==> src/rtl/sevenseg_scan_driver.sv <==
// sevenseg_scan_driver
//   Time-multiplexed driver for an eight-digit, common-anode 7-segment display.
//   A full frame (eight 5-bit character codes, decimal points, digit enables)
//   is loaded through a valid/ready port into a pending buffer. The pending
//   buffer is promoted to the active buffer only at the scan wrap (digit 7 -> 0),
//   so the display never shows a torn frame. Each digit is held for
//   REFRESH_DIV clock cycles.
//
// Ports
//   CLK100MHZ   in   system clock, rising edge
//   CPU_RESETN  in   asynchronous active-low reset
//   disp_data   in   [39:0] character codes, digit i = [5i+4:5i], digit 0 rightmost
//   disp_dp     in   [7:0]  decimal point per digit, 1 = lit
//   disp_en     in   [7:0]  digit enable, 0 = digit dark
//   load_valid  in   frame offered on disp_data/disp_dp/disp_en
//   load_ready  out  pending buffer empty, a load can be accepted
//   AN          out  [7:0] digit anodes, active-low, bit i = digit i
//   SEG         out  [6:0] {CA..CG}, active-low, SEG[6] = CA
//   DP          out  decimal point, active-low
//   frame_tick  out  one-cycle pulse, high while digit 0 first appears on AN

module sevenseg_scan_driver #(
  parameter int REFRESH_DIV = 100_000
) (
  input  logic        CLK100MHZ,
  input  logic        CPU_RESETN,
  input  logic [39:0] disp_data,
  input  logic [7:0]  disp_dp,
  input  logic [7:0]  disp_en,
  input  logic        load_valid,
  output logic        load_ready,
  output logic [7:0]  AN,
  output logic [6:0]  SEG,
  output logic        DP,
  output logic        frame_tick
);

  localparam int             PW       = (REFRESH_DIV > 2) ? $clog2(REFRESH_DIV) : 1;
  localparam logic [PW-1:0]  PRESC_TC = PW'(REFRESH_DIV - 1);
  localparam logic [39:0]    BLANK_FRAME = {8{5'h10}};

  logic [PW-1:0] presc;
  logic [2:0]    idx;
  logic          tc;
  logic          wrap;
  logic          wrap_q;

  logic          full;
  logic [39:0]   pend_data;
  logic [7:0]    pend_dp;
  logic [7:0]    pend_en;
  logic [39:0]   act_data;
  logic [7:0]    act_dp;
  logic [7:0]    act_en;
  logic          accept;

  logic [4:0]    code_cur;
  logic          en_cur;
  logic          dp_cur;

  function automatic logic [6:0] font(input logic [4:0] code);
    logic [6:0] seg;
    case (code)
      5'h00: seg = 7'h01;
      5'h01: seg = 7'h4F;
      5'h02: seg = 7'h12;
      5'h03: seg = 7'h06;
      5'h04: seg = 7'h4C;
      5'h05: seg = 7'h24;
      5'h06: seg = 7'h20;
      5'h07: seg = 7'h0F;
      5'h08: seg = 7'h00;
      5'h09: seg = 7'h04;
      5'h0A: seg = 7'h08;
      5'h0B: seg = 7'h60;
      5'h0C: seg = 7'h31;
      5'h0D: seg = 7'h42;
      5'h0E: seg = 7'h30;
      5'h0F: seg = 7'h38;
      5'h11: seg = 7'h7E;
      5'h12: seg = 7'h71;
      5'h13: seg = 7'h48;
      5'h14: seg = 7'h18;
      5'h15: seg = 7'h7A;
      5'h16: seg = 7'h6A;
      5'h17: seg = 7'h41;
      default: seg = 7'h7F;
    endcase
    return seg;
  endfunction

  assign tc         = (presc == PRESC_TC);
  assign wrap       = tc && (idx == 3'd7);
  assign load_ready = ~full;
  assign accept     = load_valid && !full;

  // Refresh prescaler and digit index
  always_ff @(posedge CLK100MHZ or negedge CPU_RESETN) begin
    if (!CPU_RESETN) begin
      presc  <= '0;
      idx    <= 3'd0;
      wrap_q <= 1'b0;
    end else begin
      wrap_q <= wrap;
      if (tc) begin
        presc <= '0;
        idx   <= idx + 3'd1;
      end else begin
        presc <= presc + PW'(1);
      end
    end
  end

  // Double buffer. Commit and accept never coincide: accept requires !full,
  // commit requires full.
  always_ff @(posedge CLK100MHZ or negedge CPU_RESETN) begin
    if (!CPU_RESETN) begin
      full      <= 1'b0;
      pend_data <= BLANK_FRAME;
      pend_dp   <= 8'h00;
      pend_en   <= 8'h00;
      act_data  <= BLANK_FRAME;
      act_dp    <= 8'h00;
      act_en    <= 8'h00;
    end else begin
      if (wrap && full) begin
        act_data <= pend_data;
        act_dp   <= pend_dp;
        act_en   <= pend_en;
        full     <= 1'b0;
      end
      if (accept) begin
        pend_data <= disp_data;
        pend_dp   <= disp_dp;
        pend_en   <= disp_en;
        full      <= 1'b1;
      end
    end
  end

  assign code_cur = act_data[5*idx +: 5];
  assign en_cur   = act_en[idx];
  assign dp_cur   = act_dp[idx];

  // Pin registers: AN, SEG and DP all update on the same edge. frame_tick is
  // delayed one extra cycle from the wrap so it lines up with digit 0 on AN.
  always_ff @(posedge CLK100MHZ or negedge CPU_RESETN) begin
    if (!CPU_RESETN) begin
      AN         <= 8'hFF;
      SEG        <= 7'h7F;
      DP         <= 1'b1;
      frame_tick <= 1'b0;
    end else begin
      AN         <= en_cur ? ~(8'd1 << idx) : 8'hFF;
      SEG        <= en_cur ? font(code_cur) : 7'h7F;
      DP         <= ~(dp_cur & en_cur);
      frame_tick <= wrap_q;
    end
  end

endmodule

==> config.mk <==
export PLATFORM = sky130hd
export DESIGN_NAME = sevenseg_scan_driver
export DESIGN_NICKNAME = d
export VERILOG_FILES = /design/src/rtl/sevenseg_scan_driver.sv
export SDC_FILE = /design/constraint.sdc
export NUM_CORES = 1
export LEC_CHECK = 0
export BUFFER_PORTS_ARGS = -buffer_cell sky130_fd_sc_hd__buf_2
export CORE_UTILIZATION = 55
export DETAILED_ROUTE_END_ITERATION = 10
export PLACE_DENSITY = 0.76
export SYNTH_ARGS = -nofsm -noshare
export SYNTH_HDL_FRONTEND = slang
export SYNTH_SLANG_ARGS = --single-unit
==> constraint.sdc <==
create_clock -name CLK100MHZ -period 4.05 [get_ports CLK100MHZ]
set_clock_uncertainty 0.2 [all_clocks]
set_input_delay 0.6075 -clock CLK100MHZ [delete_from_list [all_inputs] [get_ports CLK100MHZ]]
set_output_delay 0.6075 -clock CLK100MHZ [all_outputs]
set_load 0.05 [all_outputs]
# --- After elaboration in Yosys (flattened, before gate mapping) ---
# Memories as Yosys holds them, arrays and structs flattened.
# Index checks and enable logic that the tools add are counted.
classes:
  n_reduce_logical: 5
  n_eq_ne: 2
  order_cmp: 1
  bitwise: 4
  n_mux: 9
  mul: 1
  add_sub_neg: 2
  shifts: 2
ops:
  columns: ["op", "count"]
  rows:
  - ["40-bit by 7-bit variable part select with 5-bit output", 1]
  - ["17-bit by 1-bit adder with 17-bit output (second input constant)", 1]
  - ["17-bit == test (second input constant)", 1]
  - ["17-bit 2-to-1 mux", 1]
  - ["8-bit 2-to-1 mux", 1]
  - ["8-bit inverter", 1]
  - ["1-bit by 3-bit << shifter with 8-bit output (first input constant)", 1]
  - ["7-bit 2-to-1 mux", 1]
  - ["1-bit binary-select mux with 3-bit select", 2]
  - ["3-bit by 3-bit multiplier with 6-bit output (first input constant)", 1]
  - ["3-bit by 4-bit < comparator with 1-bit output (second input constant)", 1]
  - ["1-bit 2-to-1 mux", 4]
  - ["3-bit by 1-bit adder with 3-bit output (second input constant)", 1]
  - ["3-bit == test (second input constant)", 1]
  - ["1-bit logical AND", 3]
  - ["1-bit inverter", 2]
  - ["2-bit nonzero test", 1]
  - ["1-bit AND", 1]
  - ["1-bit logical NOT", 1]
totals:
  wordCells: 41
  register_bits: 151
  romBits: 224
  input_bits: 59
  memories: 1
  output_inout_bits: 18
mem_list:
  columns: ["name", "depth", "word_bits", "rd", "rd_clocked_by_memory_dff", "wr", "line", "rtl"]
  rows:
  - ["(no name shown)", 32, 7, 1, 0, 0, "63", "case (code)"]

# --- Logic depth before layout (Yosys ltp) ---
depth:
  word_depth: 5
  depth_mapped: 10
  mapped_depth_nobuf: 8

# --- Least setup slack after synthesis ---
# No wires, ideal clock.
synth_path:
  path_type: "flip-flop to flip-flop"
  startpoint: "register idx[1]"
  endpoint: "register SEG[6]"
  required_ns: 3.757
  path_slack_ns: 1.087
  setup_ns: 0.093
  path_stages_with_launch: 10
  arrival_ns: 2.670
  n_path_buf: 2
  synth_period_minus_slack_ns: 2.963
  path_cell_list: "dfrtp_1 buf_2 buf_2 mux4_2 mux2i_1 inv_1 ha_1 or3_1 o21ai_0 a22oi_1"
synth_between:
  elab_chain_cells: 4
  word_cells_on_any_way: 6
  classes_between: "mul (1); shift (1); mux (3); memory (1)"
synth_lines:
  columns: ["element", "line", "rtl"]
  rows:
  - ["from (decl)", "43", "logic [2:0] idx;"]
  - ["from (signal assigned)", "107", "idx <= idx + 3'd1;"]
  - ["3-bit by 3-bit multiplier with 6-bit output", "141", "assign code_cur = act_data[5*idx +: 5];"]
  - ["40-bit by 7-bit variable part select with 5-bit output", "141", null]
  - ["memory read 32 x 7 bit", null, null]
  - ["7-bit 2-to-1 mux *", "155", "SEG <= en_cur ? font(code_cur) : 7'h7F;"]
  - ["to (signal assigned)", "155", null]
  - ["to (decl)", "33", "output logic [6:0] SEG,"]
# Every way passes the cells marked *; elsewhere a longest branch is shown, timed or not. The select of a mux whose other input is x is not followed.
# A chain may end at the register's enable or synchronous reset.

# --- Worst setup path in the final report ---
layout_path:
  startpoint: "register presc[5]"
  endpoint: "register act_en[3]"
layout_between:
  elab_chain_cells: 3
layout_lines:
  columns: ["element", "line", "rtl"]
  rows:
  - ["from (decl)", "42", "logic [PW-1:0] presc;"]
  - ["from (signal assigned)", "109", "presc <= presc + PW'(1);"]
  - ["17-bit == test", "92", "assign tc = (presc == PRESC_TC);"]
  - ["1-bit logical AND", "93", "assign wrap = tc && (idx == 3'd7);"]
  - ["1-bit logical AND", "126", "if (wrap && full) begin"]
  - ["to (signal assigned)", "129", "act_en <= pend_en;"]
  - ["to (decl)", "54", "logic [7:0] act_en;"]
# No other way between the ends.

==> results.json <==
{
  "drive_gt1_share_pct": 50.1,
  "pwr-share-clk_pct": 49.3,
  "synth_edf_count": 0,
  "place_congestion": 0.772,
  "diodes": 0,
  "syn-cell-area_um2": 6690,
  "powerDensity_nw_per_um2": 440,
  "design_area_um2": 7820,
  "hold_slack_ns": 0.118,
  "status": "finished with violations",
  "final_common_cell": "dfrtp_1",
  "cts_tree": "built",
  "syn_nets": 524,
  "max_freq_ghz": 0.308,
  "critPathKind": "flip-flop to flip-flop",
  "n_fill_cell": 845,
  "dpl-instance-area_um2": 7180,
  "grt_start_max_net_pins": 108,
  "synthArstFlopShare_pct": 100,
  "fin_nets": 607,
  "fin_crit_ns": 3.24,
  "start_util_pct": 57.6,
  "rows": 39,
  "cts.repair.resized": 0,
  "violations": "DRC",
  "cts_setup_buffers": 0,
  "path_clk_slew_ns": 0.06,
  "min_path_type": "input port to async pin",
  "power_frac_comb_pct": 3.5,
  "relSlewSlack_pct": 37.1,
  "worstSetupEndpointType": "flip-flop",
  "wl_per_cell_um": 17.3,
  "grt-ovfl-total": 0,
  "gr-usage-met2_pct": 33.7,
  "routed_wl_um": 12000,
  "dp.cells": 658,
  "grt_use_met3_pct": 6.37,
  "peakVddDrop_mv": 0.366,
  "postCtsHoldBufs": 0,
  "synth.largest_area_cell": "dfrtp_1",
  "grt_use_met1_pct": 29.2,
  "synth_top_area_share_pct": 44.5,
  "synth-main-ff-cell": "dfrtp_1",
  "grt.total_usage_pct": 21.4,
  "vias_per_cell": 5.52,
  "grt_pass1_vias": 4105,
  "crit_required_ns": 4.15,
  "num_vias": 3812,
  "drtIter0Drc": 186,
  "clk_latency_ns": 0.42,
  "hpwl_um": 8090,
  "p_int_mw": 2.75,
  "final_cell_mix": "dfrtp_1 (119), mux2_2 (87), buf_2 (75)",
  "leakagePower_nw": 3.58,
  "finalMaxSlewViolations": 0,
  "seqPwrFrac_pct": 47.2,
  "cts_buffers": 17,
  "cts_buffer_depth": 2,
  "worst_pin_slew_ns": 0.943,
  "cp-start-kind": "flip-flop",
  "synth_area_leaders": "dfrtp_1 (45%), mux2_2 (15%), dfstp_2 (13%)",
  "core_area_um2": 11600,
  "cts_root_buffer": "clkbuf_16",
  "drc": 2,
  "synth_cell_types": 45,
  "dieWidth_um": 112,
  "yosysWarnings": 0,
  "switching_power_mw": 0.687,
  "top_usage_layer": "met2",
  "h-tree-depth": 4,
  "pin_count": 77,
  "die_h_um": 112,
  "cts_sinks": 151,
  "place.port_buffers": 76,
  "dieArea_um2": 12600,
  "grt_antenna_before_repair": 0,
  "finalSetupViolations": 0,
  "yosysSeqAreaShare_pct": 57.1,
  "switching_share_pct": 20.0,
  "area_growth_pct": 16.9,
  "avgSynthCellArea_um2": 14.8,
  "final_hold_viol_count": 0,
  "fin_cells": 690,
  "syn_inst": 451,
  "first_pass_iters": 7,
  "drv_cap": 0,
  "detail-route-antenna-nets": 0,
  "grt_pass1_wl_um": 20500,
  "path_max_fanout": 57,
  "synth-seq-cells": 151,
  "fin_crit_sh_pct": 80.1,
  "setup_tns_ns": 0,
  "crit_arrival_ns": 3.34,
  "grt_setup_unrepaired": "no"
}
layout make-up:
cell class / count / area, µm² / area share, %
Sequential cell: 151 / 3820 / 48.9
Tap cell: 143 / 179 / 2.29
Inverter: 9 / 33.8 / 0.432
Multi-Input combinational cell: 270 / 2690 / 34.4
Clock inverter: 11 / 199 / 2.55
Clock buffer: 21 / 440 / 5.64
Timing Repair Buffer: 85 / 454 / 5.81
routing by layer:
layer | share of wire, % | vias to the layer above
met2 | 49 | 74
li1 | - | 1771
met3 | 3.7 | 9
met1 | 46 | 1958
met4 | 0.85 | 0
met5 | 0 | -
flip-flops by register name (all words and copies together) (netlist names):
name / cells
AN: 8
pend_data: 40
pend_dp: 8
presc: 17
DP: 1
act_data: 40
act_en: 8
full: 1
wrap_q: 1
frame_tick: 1
SEG: 7
idx: 3
pend_en: 8
act_dp: 8
cells in the mapped netlist (2+ instances only):
library cell,number
mux2_4,20
nor2b_1,3
mux2_2,87
dfrtp_1,119
and2_1,2
xor2_1,5
mux4_2,16
nor3_1,2
inv_1,8
nor4b_1,2
buf_2,5
buf_12,3
o21ai_0,6
mux2i_1,10
nor2_1,19
nand4_1,4
and4_1,2
mux2_1,10
buf_4,2
clkbuf_1,9
xnor2_1,12
a21oi_1,3
dfstp_2,32
nand2_1,28
a2111oi_0,2
ha_1,14
nand3_1,6
a31oi_1,3
cells by family after synthesis:
logic type               Yosys count  synth area share (%)
flip-flops                       151                  57.1
multiplexers                     143                  27.7
AND/OR/NAND/NOR                   77                  5.73
buffers and inverters             30                  2.79
AO/OA/AOI/OAI                     19                  1.83
XOR/XNOR                          17                  2.23
adder cells (fa/ha/maj)           14                  2.62
metrics by stage:
stage / total power, mW / worst slack (ns) / util [%]
CTS: 3.47 / 0.839 / 67.3
global placement: 1.76 / 0.952 / 61.8
floorplan: 1.69 / 1.09 / -
global route: 3.56 / 0.662 / 67.3
finish: 3.44 / 0.806 / 67.3
detailed placement: 1.77 / 0.871 / 61.8
power groups by stage:
stage	clock [mW]	sequential, mW	combinational (mW)
floorplan	0	1.63	0.0579
global placement	0	1.64	0.117
detailed placement	0	1.65	0.124
CTS	1.72	1.62	0.124
global route	1.79	1.63	0.137
finish	1.69	1.62	0.121
worst max-delay path, stage by stage (launching register included):
cell and delay, ns:
dfrtp_1 0.43, or4b_1 0.55, nor4_2 0.26, and3_2 0.38, and3_4 0.80, mux2_2 0.42
worst paths after layout:
kind	cells past startpoint	start	to	slack, ns
worst max-delay path	5	presc[5]	act_en[3]	0.81
worst min-delay path	1	CPU_RESETN	pend_data[5]	0.12
worst max register to register	5	presc[5]	act_en[3]	0.81
worst min register to register	0	wrap_q	frame_tick	0.14
max in group asynchronous	2	CPU_RESETN	AN[5]	2.58
min in group CLK100MHZ	0	wrap_q	frame_tick	0.14
(Power assumes the default switching activity.)
